### config.mk
export PLATFORM = sky130hd
export DESIGN_NAME = cache_fill_ctrl
export DESIGN_NICKNAME = d
export VERILOG_FILES = /design/src/rtl/cache_fill_ctrl.sv
export SDC_FILE = /design/constraint.sdc
export NUM_CORES = 1
export LEC_CHECK = 0
export ABC_AREA = 1
export CORE_MARGIN = 5
export CORE_UTILIZATION = 32
export DETAILED_ROUTE_END_ITERATION = 7
export PLACE_DENSITY = 0.75
export RECOVER_POWER = 100
export SLEW_MARGIN = 20
export SYNTH_ARGS = -nofsm -noshare
export SYNTH_HDL_FRONTEND = slang
export SYNTH_SLANG_ARGS = --single-unit
### constraint.sdc
create_clock -name clk -period 1.47 [get_ports clk]
set_input_delay 0.294 -clock clk [delete_from_list [all_inputs] [get_ports clk]]
set_output_delay 0.294 -clock clk [all_outputs]
set_load 0.02 [all_outputs]
### src/rtl/cache_fill_ctrl.sv
`default_nettype none
// ============================================================================
//  Module   : cache_fill_ctrl
//  Purpose  : Two-channel (instruction / data) cache line fill controller.
//             On a miss it latches the line-aligned address, issues one
//             pipelined memory read per word, streams each returning word
//             into the selected cache's data array and finally pulses the
//             tag-array write. Data misses win over instruction misses.
//  Revision : 1.0 - initial release
// ----------------------------------------------------------------------------
//  Ports
//    clk, rst_n           clock / synchronous active-low reset
//    i_miss, i_miss_addr  instruction-cache miss and its address
//    d_miss, d_miss_addr  data-cache miss and its address
//    i_busy, d_busy       per-channel pipeline stall
//    fsm_busy             controller not idle
//    fill_sel             cache being filled (0 = I, 1 = D)
//    write_data_array     data-array write enable
//    write_word           word index within the line being written
//    write_data           word being written (pass-through of memory_data)
//    write_tag_array      one-cycle tag-array write pulse
//    fill_line_addr       latched line-aligned fill address
//    memory_req           memory read request (one per cycle accepted)
//    memory_address       memory request byte address
//    memory_data          returned memory word
//    memory_data_valid    returned word valid (in request order)
// ============================================================================
module cache_fill_ctrl #(
    parameter int ADDR_W = 16,
    parameter int DATA_W = 16,
    parameter int WORDS  = 8,
    localparam int WC    = $clog2(WORDS)
) (
    input  logic              clk,
    input  logic              rst_n,
    input  logic              i_miss,
    input  logic [ADDR_W-1:0] i_miss_addr,
    input  logic              d_miss,
    input  logic [ADDR_W-1:0] d_miss_addr,
    output logic              i_busy,
    output logic              d_busy,
    output logic              fsm_busy,
    output logic              fill_sel,
    output logic              write_data_array,
    output logic [WC-1:0]     write_word,
    output logic [DATA_W-1:0] write_data,
    output logic              write_tag_array,
    output logic [ADDR_W-1:0] fill_line_addr,
    output logic              memory_req,
    output logic [ADDR_W-1:0] memory_address,
    input  logic [DATA_W-1:0] memory_data,
    input  logic              memory_data_valid
);

    // Bytes per word and byte offset width of one whole line.
    localparam int c_BYTES = DATA_W / 8;
    localparam int c_OFF_W = $clog2(WORDS * c_BYTES);

    localparam logic [ADDR_W-1:0] c_LINE_MASK = {ADDR_W{1'b1}} << c_OFF_W;
    localparam logic [ADDR_W-1:0] c_BYTES_A   = ADDR_W'(c_BYTES);
    localparam logic [WC:0]       c_WORDS_R   = (WC + 1)'(WORDS);
    localparam logic [WC:0]       c_REQ_ONE   = (WC + 1)'(1);
    localparam logic [WC-1:0]     c_RET_ONE   = WC'(1);
    localparam logic [WC-1:0]     c_RET_LAST  = WC'(WORDS - 1);

    typedef enum logic [1:0] {
        S_IDLE = 2'd0,
        S_FILL = 2'd1,
        S_DONE = 2'd2
    } state_t;

    state_t            r_state;
    logic              r_fill_sel;
    logic [ADDR_W-1:0] r_base;
    logic [WC:0]       r_req_cnt;   // one extra bit so WORDS itself means "all issued"
    logic [WC-1:0]     r_ret_cnt;   // wraps back to 0 after the last word

    state_t            w_state_nxt;
    logic              w_fill_sel_nxt;
    logic [ADDR_W-1:0] w_base_nxt;
    logic [WC:0]       w_req_cnt_nxt;
    logic [WC-1:0]     w_ret_cnt_nxt;
    logic              w_req_open;
    logic [ADDR_W-1:0] w_req_offset;

    // ------------------------------------------------------------------
    // State register
    // ------------------------------------------------------------------
    always_ff @(posedge clk) begin
        if (!rst_n) begin
            r_state    <= S_IDLE;
            r_fill_sel <= 1'b0;
            r_base     <= '0;
            r_req_cnt  <= '0;
            r_ret_cnt  <= '0;
        end else begin
            r_state    <= w_state_nxt;
            r_fill_sel <= w_fill_sel_nxt;
            r_base     <= w_base_nxt;
            r_req_cnt  <= w_req_cnt_nxt;
            r_ret_cnt  <= w_ret_cnt_nxt;
        end
    end

    // Byte offset of the next request; truncation to ADDR_W is intended.
    assign w_req_offset = ADDR_W'(r_req_cnt) * c_BYTES_A;
    assign w_req_open   = (r_req_cnt < c_WORDS_R);

    // ------------------------------------------------------------------
    // Next-state and FSM outputs
    // ------------------------------------------------------------------
    always_comb begin
        w_state_nxt      = r_state;
        w_fill_sel_nxt   = r_fill_sel;
        w_base_nxt       = r_base;
        w_req_cnt_nxt    = r_req_cnt;
        w_ret_cnt_nxt    = r_ret_cnt;
        memory_req       = 1'b0;
        memory_address   = r_base;
        write_data_array = 1'b0;
        write_tag_array  = 1'b0;

        case (r_state)
            S_IDLE: begin
                // Data side has fixed priority; the loser keeps its miss
                // asserted and is picked up after this fill completes.
                if (d_miss) begin
                    w_state_nxt    = S_FILL;
                    w_fill_sel_nxt = 1'b1;
                    w_base_nxt     = d_miss_addr & c_LINE_MASK;
                    w_req_cnt_nxt  = '0;
                    w_ret_cnt_nxt  = '0;
                end else if (i_miss) begin
                    w_state_nxt    = S_FILL;
                    w_fill_sel_nxt = 1'b0;
                    w_base_nxt     = i_miss_addr & c_LINE_MASK;
                    w_req_cnt_nxt  = '0;
                    w_ret_cnt_nxt  = '0;
                end
            end

            S_FILL: begin
                // Request and return sides run independently: returns may
                // overlap with requests still being issued.
                memory_req     = w_req_open;
                memory_address = r_base + w_req_offset;
                if (w_req_open) begin
                    w_req_cnt_nxt = r_req_cnt + c_REQ_ONE;
                end

                write_data_array = memory_data_valid;
                if (memory_data_valid) begin
                    w_ret_cnt_nxt = r_ret_cnt + c_RET_ONE;
                    if (r_ret_cnt == c_RET_LAST) begin
                        w_state_nxt = S_DONE;
                    end
                end
            end

            S_DONE: begin
                write_tag_array = 1'b1;
                w_state_nxt     = S_IDLE;
            end

            default: begin
                w_state_nxt = S_IDLE;
            end
        endcase
    end

    // ------------------------------------------------------------------
    // Registered-state outputs
    // ------------------------------------------------------------------
    assign fsm_busy       = (r_state != S_IDLE);
    assign fill_sel       = r_fill_sel;
    assign fill_line_addr = r_base;
    assign write_word     = r_ret_cnt;
    assign write_data     = memory_data;

    // The filled channel is released in the tag-write cycle, when its own
    // tag lookup already hits; otherwise the stall follows the miss.
    assign i_busy = i_miss & ~((r_state == S_DONE) & ~r_fill_sel);
    assign d_busy = d_miss & ~((r_state == S_DONE) &  r_fill_sel);

endmodule
`default_nettype wire

# Word-level counts from Yosys, hierarchy flattened

Cells that the tools add are included.

Flip-flop bits (word level): 26

Add/subtract/negate cells: 3
Order comparisons: 1
Equality and inequality tests: 7
Mux-type cells: 21
Bitwise gates (word level): 7
Reduce and logical (&&, ||, !) cells: 8

Operators by type and width:

| operator                                                         | count |
|---|---|
| 16-bit 2-to-1 mux                                                | 3 |
| 16-bit by 5-bit adder with 16-bit output                         | 1 |
| 4-bit 2-to-1 mux                                                 | 3 |
| 3-bit 2-to-1 mux                                                 | 3 |
| 3-bit AND reduction                                              | 3 |
| 2-bit 2-to-1 mux                                                 | 4 |
| 4-bit one-hot mux with 2 select lines                            | 1 |
| 2-bit != test (second input constant)                            | 3 |
| 3-bit one-hot mux with 2 select lines                            | 1 |
| 2-bit nonzero test                                               | 3 |
| 1-bit 2-to-1 mux                                                 | 5 |
| 4-bit by 1-bit adder with 4-bit output (second input constant)   | 1 |
| 1-bit AND                                                        | 4 |
| 4-bit < comparator (second input constant)                       | 1 |
| 2-bit one-hot mux with 2 select lines                            | 1 |
| 3-bit by 1-bit adder with 3-bit output (second input constant)   | 1 |
| 3-bit == test (second input constant)                            | 1 |
| 3-bit != test (second input constant)                            | 1 |
| 1-bit inverter                                                   | 3 |
| 2-bit by 1-bit == test with 1-bit output (second input constant) | 1 |
| 2-bit == test (second input constant)                            | 1 |
| 2-bit logical NOT                                                | 1 |
| 2-bit AND reduction                                              | 1 |

# Depth between registers and ports, before layout

Gate-level depths: netlist of run 1.

Depth in word-level cells: 4
Depth in mapped cells: 9

# Least setup slack after synthesis of run 1

Ideal clock, no wire load.

Path type: register to output
From: register r_base[4] (netlist: fill_line_addr[4])
To: output memory_address[10]
Data arrival time: 1,559 ps
Required time: 1,176 ps
Slack: -383 ps
Stages on the path, launching flop included: 7
Cells stage by stage: dfxtp_1 ha_1 ha_1 nand3_1 nor2_2 nand2_1 xor2_1

Longest elaborated chain between the ends: 2

RTL lines:

| element                                  | RTL line | RTL |
|---|---|---|
| from (decl)                              | 74       | `logic [ADDR_W-1:0] r_base;` |
| from (signal assigned)                   | 99       | `r_base <= w_base_nxt;` |
| 16-bit by 5-bit adder with 16-bit output | 146      | `memory_address = r_base + w_req_offset;` |
| 16-bit 2-to-1 mux                        | 123      | `case (r_state)` |
| to (decl)                                | 50       | `output logic [ADDR_W-1:0] memory_address,` |

Every way passes these cells.

# Final worst setup path of run 1

From: register r_base[4] (netlist: fill_line_addr[4])
To: output memory_address[14]

The elaborated chain is that of the path after synthesis.

==> results of run 1 <==
flip-flops by register name (all words and copies together) (netlist names):
name / count
fill_line_addr: 12
fill_sel: 1
r_req_cnt: 4
r_state: 2
write_word: 3
cell type report:
cell class	count	area (µm²)	area share
clock inverter	1	30.0	0.0102
tap	67	83.8	0.0285
clock buffer	3	41.3	0.0140
sequential	22	457	0.155
timing repair buffer	128	1180	0.400
inverter	26	100	0.0340
multi-input combinational	169	1050	0.358
stage by stage:
stage,power (µW),TNS [ps]
detailed placement,1440,-12270
finish,2070,-4840
global route,2170,-7400
global placement,1430,-11400
CTS,2030,-4150
floorplan,1090,-106
Yosys cell counts, types with 2 or more instances:
cell,number
nand2_1,71
nor2_1,25
buf_4,23
dfxtp_1,22
inv_1,22
o21ai_0,11
nand3_1,10
a21oi_1,7
a21boi_0,6
o22ai_1,6
ha_1,5
inv_2,4
xor2_1,4
nand2_2,3
nand4_1,3
nor2_2,3
buf_6,2
nor2_4,2
power by group:
part           internal, µW  switching [µW]
registers               641            42.8
logic                   407             401
clock network           364             210
metal layers:
metal  track usage  share of wire  vias to the layer above
met1         0.193           0.40                      868
met4        0.0659          0.024                        0
li1              -              -                      955
met3        0.0280          0.055                       13
met2         0.304           0.52                       58
met5             0              0                        -
what timing repair did:
| action | CTS | global route |
|---|---|---|
| setup endpoints to repair | 37 | 25 |
| cloned | 0 | 1 |
| gates resized for setup | 169 | 23 |
| setup buffers | 12 | 12 |
| pin swaps | 18 | 6 |
| endpoints found under the hold margin | 0 | 0 |
how the worst max path moves through the flow:
stage	slack, ps	end	cells after the start	start
floorplan	-60	memory_address[10]	6	fill_line_addr[4]$_SDFFE_PN0P_
global placement	-560	memory_address[10]	7	r_req_cnt[3]$_SDFFE_PN0P_
detailed placement	-600	memory_address[10]	7	r_req_cnt[3]$_SDFFE_PN0P_
CTS	-380	memory_address[14]	9	fill_line_addr[4]$_SDFFE_PN0P_
global route	-540	memory_address[14]	9	fill_line_addr[4]$_SDFFE_PN0P_
finish	-410	memory_address[14]	9	fill_line_addr[4]$_SDFFE_PN0P_
kinds of logic (layout without fill, tap and decap cells):
group	Yosys count	in the layout
fa+ha+maj	5	5
flops	22	22
compound gates	33	33
simple gates	121	121
buf+inv	52	158
xor+xnor	5	5
other cells	1	5
worst max-delay path, stage by stage (launching register included):
cell and delay, ps:
dfxtp_4 370, ha_4 150, ha_4 150, nand3_4 70, nor2_4 180, nand3_2 110, nand2_1 80, nand2_1 60
inv_2 50, buf_6 100
==> out/qor.yml, run 1 <==
outcome:
  outcome: "complete, but fails checks"
  violations: "negative setup slack"
global_routing:
  grt_antenna_before_repair: 0
  grt_max_degree: 15
  grt_pass1_wl_um: 8550
  track_usage: 0.167
  grt_pass1_vias: 1875
  grt.overflow.total: 0
timing:
  max_freq_mhz: 531
  finalSetupViolCount: 23
  skew_ps: 1.28
  report.final.hold_viol_count: 0
  slew_violations: 0
  fin_crit_ps: 1880
  period_share: 1.28
  rsz0062_at_grt: "yes"
  fin_hold_ws_ps: 498
  fin_ws_ps: -413
yosys:
  yosysWarnings: 0
  ys_ff_latch: 22
  synth_top_family_by_area: "simple AND/OR/NAND/NOR gates"
  synth_xor_area_frac: 0.0277
  synth-adder-area-share: 0.0395
  synth_edf_count: 0
  syn_area_mm2: 0.00158
  synth_cell_types: 28
  netlist_instances: 239
  synth_compound_area_frac: 0.133
  synth_ff_type: "dfxtp_1"
  synthTopCellsByArea: "dfxtp_1 28%, nand2_1 17%, buf_4 11%"
  synth_top_area_frac: 0.278
  yosysTopAreaCell: "dfxtp_1"
  yosys.area_share.simple: 0.331
  synth.avg_cell_area_um2: 6.62
  synthMuxAreaShare: 0
  synth_async_sr_flop_share: 0
  ys_seq_area_frac: 0.278
worst_setup_path:
  r2r_cells: 10
  crit_fanout: 4
  cp-end-kind: "primary output"
  required_ps: 1180
  cp.arrival_ps: 1590
  start_kind: "flop"
  worstSetupPathType: "reg -> out"
  rrSetupSlack_ps: -30
  r2r_start: "r_state[0]$_SDFFE_PN0P_"
  critical_path.reg2reg.endpoint: "r_req_cnt[2]$_SDFFE_PN0P_"
worst_hold_path:
  hold_path.class: "reg -> reg"
  worstHoldEndpoint: "write_word[0]$_SDFFE_PN0P_"
  min_path_cells: 1
  hold_start: "write_word[0]$_SDFFE_PN0P_"
clocking:
  path_clk_slew_ps: 80
  cts_htree_levels: 1
  clk_latency_ps: 270
  root_buffer: "clkbuf_8"
  numCtsBuffers: 3
  cts_buffer_depth: 2
  hold_buffers: 0
  clock-sinks: 22
  cts_tree: "yes"
placed_design:
  dpl_worst_slack_ps: -596
  dp.cells: 393
  dpl.hpwl_um: 4010
  place_congestion: 0.774
  place_area_mm2: 0.00258
  portBuffers: 65
final_layout:
  num-fill-cells: 418
  finish.utilization: 0.618
  final_cell_mix: "61 x nand2_1, 44 x buf_4, 28 x clkdlybuf4s50_1"
  stdcell_count: 416
  final_nets: 408
  drive_above_1_share: 0.398
  syn2layout_area_growth_pct: 85.8
  final_design_area_no_fill_mm2: 0.00294
  final_common_cell: "nand2_1"
  diodes: 0
die:
  die_area_mm2: 0.00645
  start_util: 0.333
  fp.dieW_um: 80.3
  num_io_pins: 111
  std_cell_rows: 25
  die_h_um: 80.3
  core-area_mm2: 0.00475
detailed_routing:
  drt_drc_violations_left: 0
  antenna_left: 0
  wl_per_cell_um: 13.0
  drt_wl_total_um: 5400
  drt-initial-drc-count: 95
  dr_total_vias: 1894
  firstDrtPassIters: 4
  vias_per_cell: 4.55
power_and_ir_drop:
  p_leak_uw: 0.00141
  vdd_drop_max_uv: 431
  power_density_mw_per_mm2: 703
run:
  maxCapViolations: 0
Power figures use the tool's default switching activity.
==> run 2: changes to the inputs <==
--- a/config.mk
+++ b/config.mk
@@ -7,4 +7,5 @@
 export LEC_CHECK = 0
 export ABC_AREA = 1
+export CORE_ASPECT_RATIO = 0.7
 export CORE_MARGIN = 5
 export CORE_UTILIZATION = 32
==> constraint.sdc (replaced) <==
create_clock -name clk -period 1.47 [get_ports clk]
set_input_delay 0.294 -clock clk [delete_from_list [all_inputs] [get_ports clk]]
set_output_delay 0.294 -clock clk [all_outputs]
set_load 0.005 [all_outputs]
==> out/qor.yml, run 2 (same netlist as run 1, synthesis figures left out) <==
detailed_routing:
  firstDrtPassIters: 4  # unchanged
  drt_wl_total_um: 5830  # +8.0%
  drt_drc_violations_left: 0  # unchanged
  drt-initial-drc-count: 103  # +8.4%
  antenna_left: 0  # unchanged
  wl_per_cell_um: 13.9  # +6.8%
  vias_per_cell: 4.43  # -2.6%
  dr_total_vias: 1866  # -1.5%
power_and_ir_drop:
  p_switching_uw: 575  # -12%
  clkPwrFrac: 0.282  # +0.004
  p_leak_uw: 0.00142  # +1.3%
  vdd_drop_max_uv: 362  # -16%
  power_density_mw_per_mm2: 656  # -6.7%
  p_sw_frac: 0.290  # -0.0261
  p_seq_frac: 0.350  # +0.019
  internal-power_uw: 1400  # -0.54%
  comb_power_share: 0.368  # -0.023
  power_uw: 1980  # -4.2%
global_routing:
  grt_pass1_vias: 1875  # unchanged
  grt_max_degree: 15  # unchanged
  grt_antenna_before_repair: 0  # unchanged
  track_usage: 0.171  # +0.00388
  grt_pass1_wl_um: 8820  # +3.1%
  grt.overflow.total: 0  # unchanged
die:
  die_h_um: 68.8  # -14%
  std_cell_rows: 21  # -16%
  die_area_mm2: 0.00648  # +0.34%
  core-area_mm2: 0.00478  # +0.58%
  start_util: 0.331  # -0.00192
  fp.dieW_um: 94.1  # +17%
  num_io_pins: 111  # unchanged
clocking:
  cts_buffer_depth: 2  # unchanged
  clk_latency_ps: 260  # about the same
  root_buffer: "clkbuf_8"
  hold_buffers: 0  # unchanged
  clock-sinks: 22  # unchanged
  cts_tree: "yes"
  cts_htree_levels: 1  # unchanged
  numCtsBuffers: 3  # unchanged
  path_clk_slew_ps: 80  # about the same
placed_design:
  place_congestion: 0.798  # +3.1%
  portBuffers: 65  # unchanged
  dp.cells: 391  # -0.51%
  dpl.hpwl_um: 4000  # about the same
timing:
  max_freq_mhz: 546  # +2.8%
  finalSetupViolCount: 25  # +8.7%
  fin_crit_ps: 1830  # -51.5 ps
  rsz0062_at_grt: "yes"
  slew_violations: 0  # unchanged
  period_share: 1.25  # -0.0350
  skew_ps: 5.87  # +4.59 ps
  fin_ws_ps: -361  # +51.5 ps
  report.final.hold_viol_count: 0  # unchanged
  fin_setup_tns_ps: -4980  # -145 ps
final_layout:
  final_common_cell: "nand2_1"
  final_cell_mix: "60 x nand2_1, 41 x buf_4, 34 x clkdlybuf4s50_1"
  stdcell_count: 421  # +1.2%
  diodes: 0  # unchanged
  final_nets: 411  # +0.74%
  largest_register_ffs: 12  # unchanged
  syn2layout_area_growth_pct: 90.7
  drive_above_1_share: 0.474  # +0.0762
worst_setup_path:
  cp.arrival_ps: 1540  # -50 ps
  critPathMostFrequentCell: "ha_4"
  startpoint: "r_req_cnt[3]$_SDFFE_PN0P_"
  cp_top_family: "flip-flops"
  start_kind: "flop"
  crit_buf_inv: 2  # unchanged
  r2r_cells: 10  # unchanged
  worstSetupPathType: "reg -> out"
  crit_chain: "ha_4, ha_4, nand3_4, nor2_4, buf_4, xor2_1, buf_2"
  crit_cells: 7  # -2
  r2r_start: "r_state[0]$_SDFFE_PN0P_"
  rrSetupSlack_ps: -30  # about the same
  crit_slowest_cell: "dfxtp_2"
  required_ps: 1180  # about the same
  worstSetupEndpoint: "memory_address[8]"
  cpPeakStageDelay_ps: 360  # about the same
  critical_path.reg2reg.endpoint: "r_req_cnt[2]$_SDFFE_PN0P_"
  crit_fanout: 3  # -1
  cp-end-kind: "primary output"
run:
  maxCapViolations: 0  # unchanged
outcome:
  outcome: "complete, but fails checks"
  violations: "negative setup slack"
worst_hold_path:
  hold_path.class: "reg -> reg"
run 2: stage by stage:
step / setup slack, ps / util / instance area (µm²) / hold WS [ps]
6_report: -361 / 0.631 / 3020 / 451
5_1_grt: -494 / 0.631 / 3020 / 488
3_3_place_gp: -456 / 0.515 / 2460 / 471
2_1_floorplan: 2.22 / - / 1630 / 447
3_5_place_dp: -513 / 0.515 / 2460 / 481
4_1_cts: -355 / 0.565 / 2700 / 494
run 2: repair_timing:
item	in CTS	in global routing
pin swaps	20	21
endpoints found under the setup margin	33	46
setup buffers	18	13
gates resized for setup	139	78
run 2: how the worst min path moves through the flow:
stage	slack, ps	startpoint	to	depth (start not counted)
floorplan	450	r_req_cnt[0]$_SDFFE_PN0P_	r_req_cnt[0]$_SDFFE_PN0P_	1
global placement	470	r_req_cnt[0]$_SDFFE_PN0P_	r_req_cnt[0]$_SDFFE_PN0P_	1
detailed placement	480	r_req_cnt[0]$_SDFFE_PN0P_	r_req_cnt[0]$_SDFFE_PN0P_	1
CTS	490	r_req_cnt[0]$_SDFFE_PN0P_	r_req_cnt[0]$_SDFFE_PN0P_	1
global route	490	write_word[0]$_SDFFE_PN0P_	write_word[0]$_SDFFE_PN0P_	1
finish	450	write_word[0]$_SDFFE_PN0P_	write_word[0]$_SDFFE_PN0P_	1
run 2: per-layer routing:
metal  vias up  share of wire  track usage
met1       834           0.43        0.222
li1        963              -            -
met5         -              0            0
met3         4          0.073       0.0380
met4         0         0.0084       0.0270
met2        65           0.49        0.300
run 2: cell type report:
class                      instances  area [µm²]
fill                             404        1760
timing repair buffer             131        1150
multi-input combinational        169        1140
sequential                        22         465
inverter                          26         110
tap                               69        86.3
clock buffer                       3        41.3
clock inverter                     1        30.0
run 2: power by group through the flow:
stage	Clock, µW	Combinational (µW)	Sequential [µW]
finish	559	728	693
global route	591	790	700
CTS	565	603	688
detailed placement	0	604	696
global placement	0	593	695
floorplan	0	254	701
